## config.mk

```make
export PLATFORM = sky130hd
export DESIGN_NAME = raster_cmd_scheduler
export DESIGN_NICKNAME = d
export VERILOG_FILES = /design/src/rtl/raster_cmd_scheduler.sv
export SDC_FILE = /design/constraint.sdc
export NUM_CORES = 1
export LEC_CHECK = 0
export CAP_MARGIN = 20
export CORE_ASPECT_RATIO = 1.25
export CORE_MARGIN = 2
export CORE_UTILIZATION = 50
export DETAILED_ROUTE_END_ITERATION = 7
export PLACE_DENSITY = 0.81
export REMOVE_ABC_BUFFERS = 1
export SLEW_MARGIN = 10
export SYNTH_ARGS = -nofsm -noshare
export SYNTH_HDL_FRONTEND = slang
export SYNTH_SLANG_ARGS = --single-unit
```

## constraint.sdc

```tcl
create_clock -name clk -period 3 [get_ports clk]
set_clock_uncertainty 0.1 [all_clocks]
set_input_delay 0.6 -clock clk [delete_from_list [all_inputs] [get_ports clk]]
set_output_delay 0.6 -clock clk [all_outputs]
set_load 0.02 [all_outputs]
```

## src/rtl/raster_cmd_scheduler.sv

```systemverilog
// Round-robin command scheduler for the 8x8 rasterizer: two requesters feed a small FIFO,
// and commands are issued one at a time, never while a frame is being drawn or streamed.
module raster_cmd_scheduler #(
    parameter int DEPTH        = 4,
    parameter int FRAME_CYCLES = 64,
    parameter int TIMEOUT      = 16
) (
    input  logic                     clk,
    input  logic                     rst,
    input  logic                     req0_valid,
    input  logic [19:0]              req0_cmd,
    output logic                     req0_ready,
    input  logic                     req1_valid,
    input  logic [19:0]              req1_cmd,
    output logic                     req1_ready,
    output logic [19:0]              gp_cmd,
    output logic                     gp_command_valid,
    input  logic                     gp_frame_start,
    output logic                     busy,
    output logic [$clog2(DEPTH):0]   fifo_count,
    output logic                     last_grant,
    output logic                     timeout_err,
    input  logic                     err_clr
);

    localparam int PW = $clog2(DEPTH);
    localparam int CW = PW + 1;
    localparam int FW = $clog2(FRAME_CYCLES);
    localparam int TW = $clog2(TIMEOUT);

    typedef enum logic [1:0] {IDLE, ISSUE, WAIT_FS, STREAM} state_t;

    state_t         state, state_nxt;
    logic [19:0]    mem [DEPTH];
    logic [PW-1:0]  wr_ptr, rd_ptr;
    logic [FW-1:0]  cnt;
    logic [TW-1:0]  timer;
    logic           full, enq, deq, win, timeout_hit;
    logic [19:0]    enq_cmd;

    // Fullness is judged on the registered count, so a pop in this cycle never frees a slot early.
    assign full       = (fifo_count == CW'(DEPTH));
    assign req0_ready = !full && (!req1_valid || last_grant);
    assign req1_ready = !full && (!req0_valid || !last_grant);
    assign win        = !(req0_valid && req0_ready);
    assign enq        = (req0_valid && req0_ready) || (req1_valid && req1_ready);
    assign enq_cmd    = win ? req1_cmd : req0_cmd;
    assign deq        = (state == IDLE) && (fifo_count != '0);
    assign timeout_hit = (state == WAIT_FS) && !gp_frame_start && (timer == TW'(TIMEOUT - 1));

    always_ff @(posedge clk) begin
        if (rst) begin
            wr_ptr     <= '0;
            rd_ptr     <= '0;
            fifo_count <= '0;
            last_grant <= 1'b1;
        end else begin
            if (enq) begin
                wr_ptr     <= wr_ptr + 1'b1;
                last_grant <= win;
            end
            if (deq)
                rd_ptr <= rd_ptr + 1'b1;
            case ({enq, deq})
                2'b10:   fifo_count <= fifo_count + 1'b1;
                2'b01:   fifo_count <= fifo_count - 1'b1;
                default: fifo_count <= fifo_count;
            endcase
        end
    end

    always_ff @(posedge clk) begin
        if (enq)
            mem[wr_ptr] <= enq_cmd;
    end

    always_ff @(posedge clk) begin
        if (rst)
            state <= IDLE;
        else
            state <= state_nxt;
    end

    always_comb begin
        state_nxt = state;
        case (state)
            IDLE:    if (fifo_count != '0) state_nxt = ISSUE;
            ISSUE:   state_nxt = WAIT_FS;
            WAIT_FS: begin
                if (gp_frame_start)
                    state_nxt = STREAM;
                else if (timer == TW'(TIMEOUT - 1))
                    state_nxt = IDLE;
            end
            STREAM:  if (cnt == FW'(FRAME_CYCLES - 1)) state_nxt = IDLE;
            default: state_nxt = IDLE;
        endcase
    end

    always_comb begin
        gp_command_valid = (state == ISSUE);
        busy             = (state != IDLE);
    end

    // Timer runs only while waiting for frame_start; the stream counter restarts on entry to STREAM.
    always_ff @(posedge clk) begin
        if (rst) begin
            gp_cmd      <= '0;
            timer       <= '0;
            cnt         <= '0;
            timeout_err <= 1'b0;
        end else begin
            if (deq)
                gp_cmd <= mem[rd_ptr];
            if (state == ISSUE)
                timer <= '0;
            else if (state == WAIT_FS)
                timer <= timer + 1'b1;
            if (state == WAIT_FS)
                cnt <= '0;
            else if (state == STREAM)
                cnt <= cnt + 1'b1;
            if (timeout_hit)
                timeout_err <= 1'b1;
            else if (err_clr)
                timeout_err <= 1'b0;
        end
    end

endmodule

```

==> metrics.md <==
| Metric | Value |
|---|---|
| Placed Cells | `512` |
| Rows | `41` |
| WS Path Type | `input port to output port` |
| Measured slew at the worst slew-check pin | `roughly 800 ps` |
| Share of cells above drive strength 1 | `0.214` |
| Drc violations | `0` |
| Post-layout minimum cycle time | `approximately 2600 ps` |
| ANT cells | `0` |
| Post-CTS Resized | `0` |
| Overflow after GRT | `0` |
| Post-synth EDFFs | `80` |
| Period utilisation layout | `0.876` |
| Post-CTS Setup Bufs | `0` |
| Master of the slowest instance on the critical path | `clkdlybuf4s50_1` |
| GR peak layer | `met2` |
| R2R Setup Slk | `580 ps` |
| Met3 usage | `0.0581` |
| Max capacitance violation total | `0` |
| Reg2Reg Depth | `9` |
| Final Max Slew Viols | `0` |
| Drt wl/cell | `17.4 µm` |
| Clock transition at path regs | `50 ps` |
| WHS Path Cells | `1` |
| Hold path start | `gp_cmd[13]` |
| Synth Register Bits | `between 100 and 150` |
| CP startpoint | `req0_valid` |
| Crit path launch type | `input port` |
| Vias per cell | `5.48` |
| Initial antenna violation count | `0` |
| CTS HTree Levels | `4` |
| Final WL | `around 9500 µm` |
| Hold bufs inserted after CTS | `0` |
| Worst Path Required | `2300 ps` |
| Syn avg cell area | `about 16 µm²` |
| WHS | `~370 ps` |
| Status | `complete, no violations` |
| CP endpoint kind | `output port` |
| Top cell type's share of synthesized area | `0.475` |
| Total core area | `9950 µm²` |
| Reg-to-reg startpoint | `fifo_count[2]` |
| Met1 global-route usage | `0.218` |
| WP data arrival | `1930 ps` |
| Primary FF master, synth | `edfxtp_1` |
| Starting Density | `0.508` |
| HP Class | `flop to flop` |
| CTS Buf Count | `17` |
| Clk buf depth | `2` |
| Top cells by area in the synthesized netlist | `edfxtp_1, dfxtp_1, mux4_2` |
| Met2 GRT Util | `0.323` |
| Routability cong. | `0.773` |
| First-pass GRT wire length | `14,800 µm` |
| IO Pins | `75` |
| Post-Layout Inst Area | `6430 µm²` |
| DP Area | `between 5000 and 6000 µm²` |
| Final hold vios | `0` |
| Tot GR Track Use | `0.188` |
| Die footprint | `10,900 µm²` |
| Cell Pwr Density | `a little under 1000 nW/µm²` |
| Sequential area share after synthesis | `0.638` |
| Post-route ant nets | `0` |
| Non-filler cells, final | `544` |
| CP max FO | `3` |
| Crit-path most repeated cell | `clkdlybuf4s50_1` |
| Clk sink count | `121` |
| Number of synthesis warnings | `0` |
| Worst flop-to-flop path endpoint | `fifo_count[2]` |
| Largest net degree at the start of global routing | `25` |
| Rel. slew slack | `0.465` |
| Fill cell count | `739` |
| Final setup vio count | `0` |
| Setup TNS | `0 ps` |
| Cell taking the most area after synthesis | `edfxtp_1` |
| I/O Buffers | `74` |
| RSZ-0062 raised after global routing | `no` |
| Vias in the first global route | `roughly 3,000` |
| Critical Path, Cell by Cell | `clkdlybuf4s50_1 > buf_4 > a21oi_1 > clkdlybuf4s50_1` |
| Clock Root Buffer | `clkbuf_16` |
| Hold endpoint | `gp_cmd[13]` |
| CP top delay family | `buffers and inverters` |
| Clock Latency Late Sink | `approximately 410 ps` |
| Worst VDD drop | `0.550 mV` |
| DR pass1 iterations | `4` |
| Leakage power | `0.00228 µW` |
| Cells after Synth | `316` |
| Synth-to-layout area growth | `27.3%` |
| Via Count | `2,981` |
| DP HPWL | `around 6000 µm` |
| CTS tree | `done` |
| Final nets | `456` |
| Async S/R FF share, synth | `0` |
| Distinct cells, synth | `48` |
| Die W | `93.9 µm` |
| Die height | `116 µm` |
| Mapped Area | `5050 µm²` |
| Buffers and inverters on the worst path | `3` |
| Worst path max stage delay | `620 ps` |
| Fmax | `381 MHz` |
| DRT iter0 DRCs | `157` |
## power by group
group          switching, µW  total [µW]  internal, µW
Sequential               240        2490          2250
Clock                    652        1790          1130
Combinational            960        1910           947
Total                   1850        6180          4330
## sequential cells by signal (all words and copies together), names as in the netlist
signal and flops:
mem 80, gp_cmd 20, cnt 6, timer 4, fifo_count 3, rd_ptr 2, state 2, wr_ptr 2
last_grant 1, timeout_err 1
## final cells by class
| cell class | instances | area [µm²] | area share |
|---|---|---|---|
| Clock buffer | 28 | 507 | 0.0788 |
| Inverter | 13 | 48.8 | 0.00759 |
| Sequential cell | 121 | 3220 | 0.501 |
| Timing Repair Buffer | 85 | 823 | 0.128 |
| Multi-Input combinational cell | 164 | 1650 | 0.256 |
| Clock inverter | 4 | 18.8 | 0.00292 |
| Tap cell | 129 | 161 | 0.0251 |
## through the flow
stage	util	setup slack (ps)	total power [µW]
2_1_floorplan	-	690	3640
3_3_place_gp	0.593	267	4360
3_5_place_dp	0.593	154	4450
4_1_cts	0.646	371	6250
5_1_grt	0.646	288	6480
6_report	0.646	373	6180
## synth_stat cells, types with 2 or more instances
master and count:
nor2_1 9, buf_6 3, dfxtp_1 41, xor2_1 2, a21oi_1 14, inv_2 2
o32ai_1 2, nor3_1 2, buf_4 3, buf_12 2, mux4_2 20, nand3b_1 4
nand2_1 9, and2_1 4, nand3_1 7, or4_1 2, clkbuf_1 6, nand4b_1 2
edfxtp_1 80, ha_1 7, buf_2 4, inv_1 11, mux2_4 20, nor2b_1 5
a22o_1 20, a31oi_1 4, o21ai_0 6, or3_1 5
## metal layers
metal	wire length (µm)	up-vias
met3	482	18
li1	-	1398
met4	158	0
met1	3790	1468
met5	0	-
met2	5030	97
## layout by cell type (no fill, tap or decap), drive strengths merged, types with 2 or more instances in the layout
cell	n
a21oi	15
a22o	20
a31oi	4
and2	4
buf	11
clkbuf	28
clkdlybuf4s50	74
clkinv	4
dfxtp	41
edfxtp	80
ha	7
inv	13
mux2	21
mux4	20
nand2	9
nand3	7
nand3b	5
nand4b	2
nor2	10
nor2b	5
nor3	2
nor3b	2
o21ai	6
o32ai	2
or3	6
or4	2
xor2	2
## worst max-delay path by stage
stage / end / cells past startpoint
floorplan: gp_cmd[9] / 4
global placement: fifo_count[2] / 10
detailed placement: fifo_count[2] / 10
CTS: req1_ready / 4
global route: req1_ready / 4
finish: req1_ready / 4
## cell families (layout without fill, tap and decap cells)
| family | count (synthesis) | in the layout | share of synthesized area |
|---|---|---|---|
| buf+inv | 31 | 130 | 0.0371 |
| flops | 121 | 121 | 0.638 |
| mux | 41 | 41 | 0.151 |
| xor+xnor | 3 | 3 | 0.00520 |
| fa+ha+maj | 8 | 8 | 0.0213 |
| simple gates | 57 | 57 | 0.0691 |
| compound gates | 55 | 55 | 0.0785 |
Power figures use the tool's default switching activity.
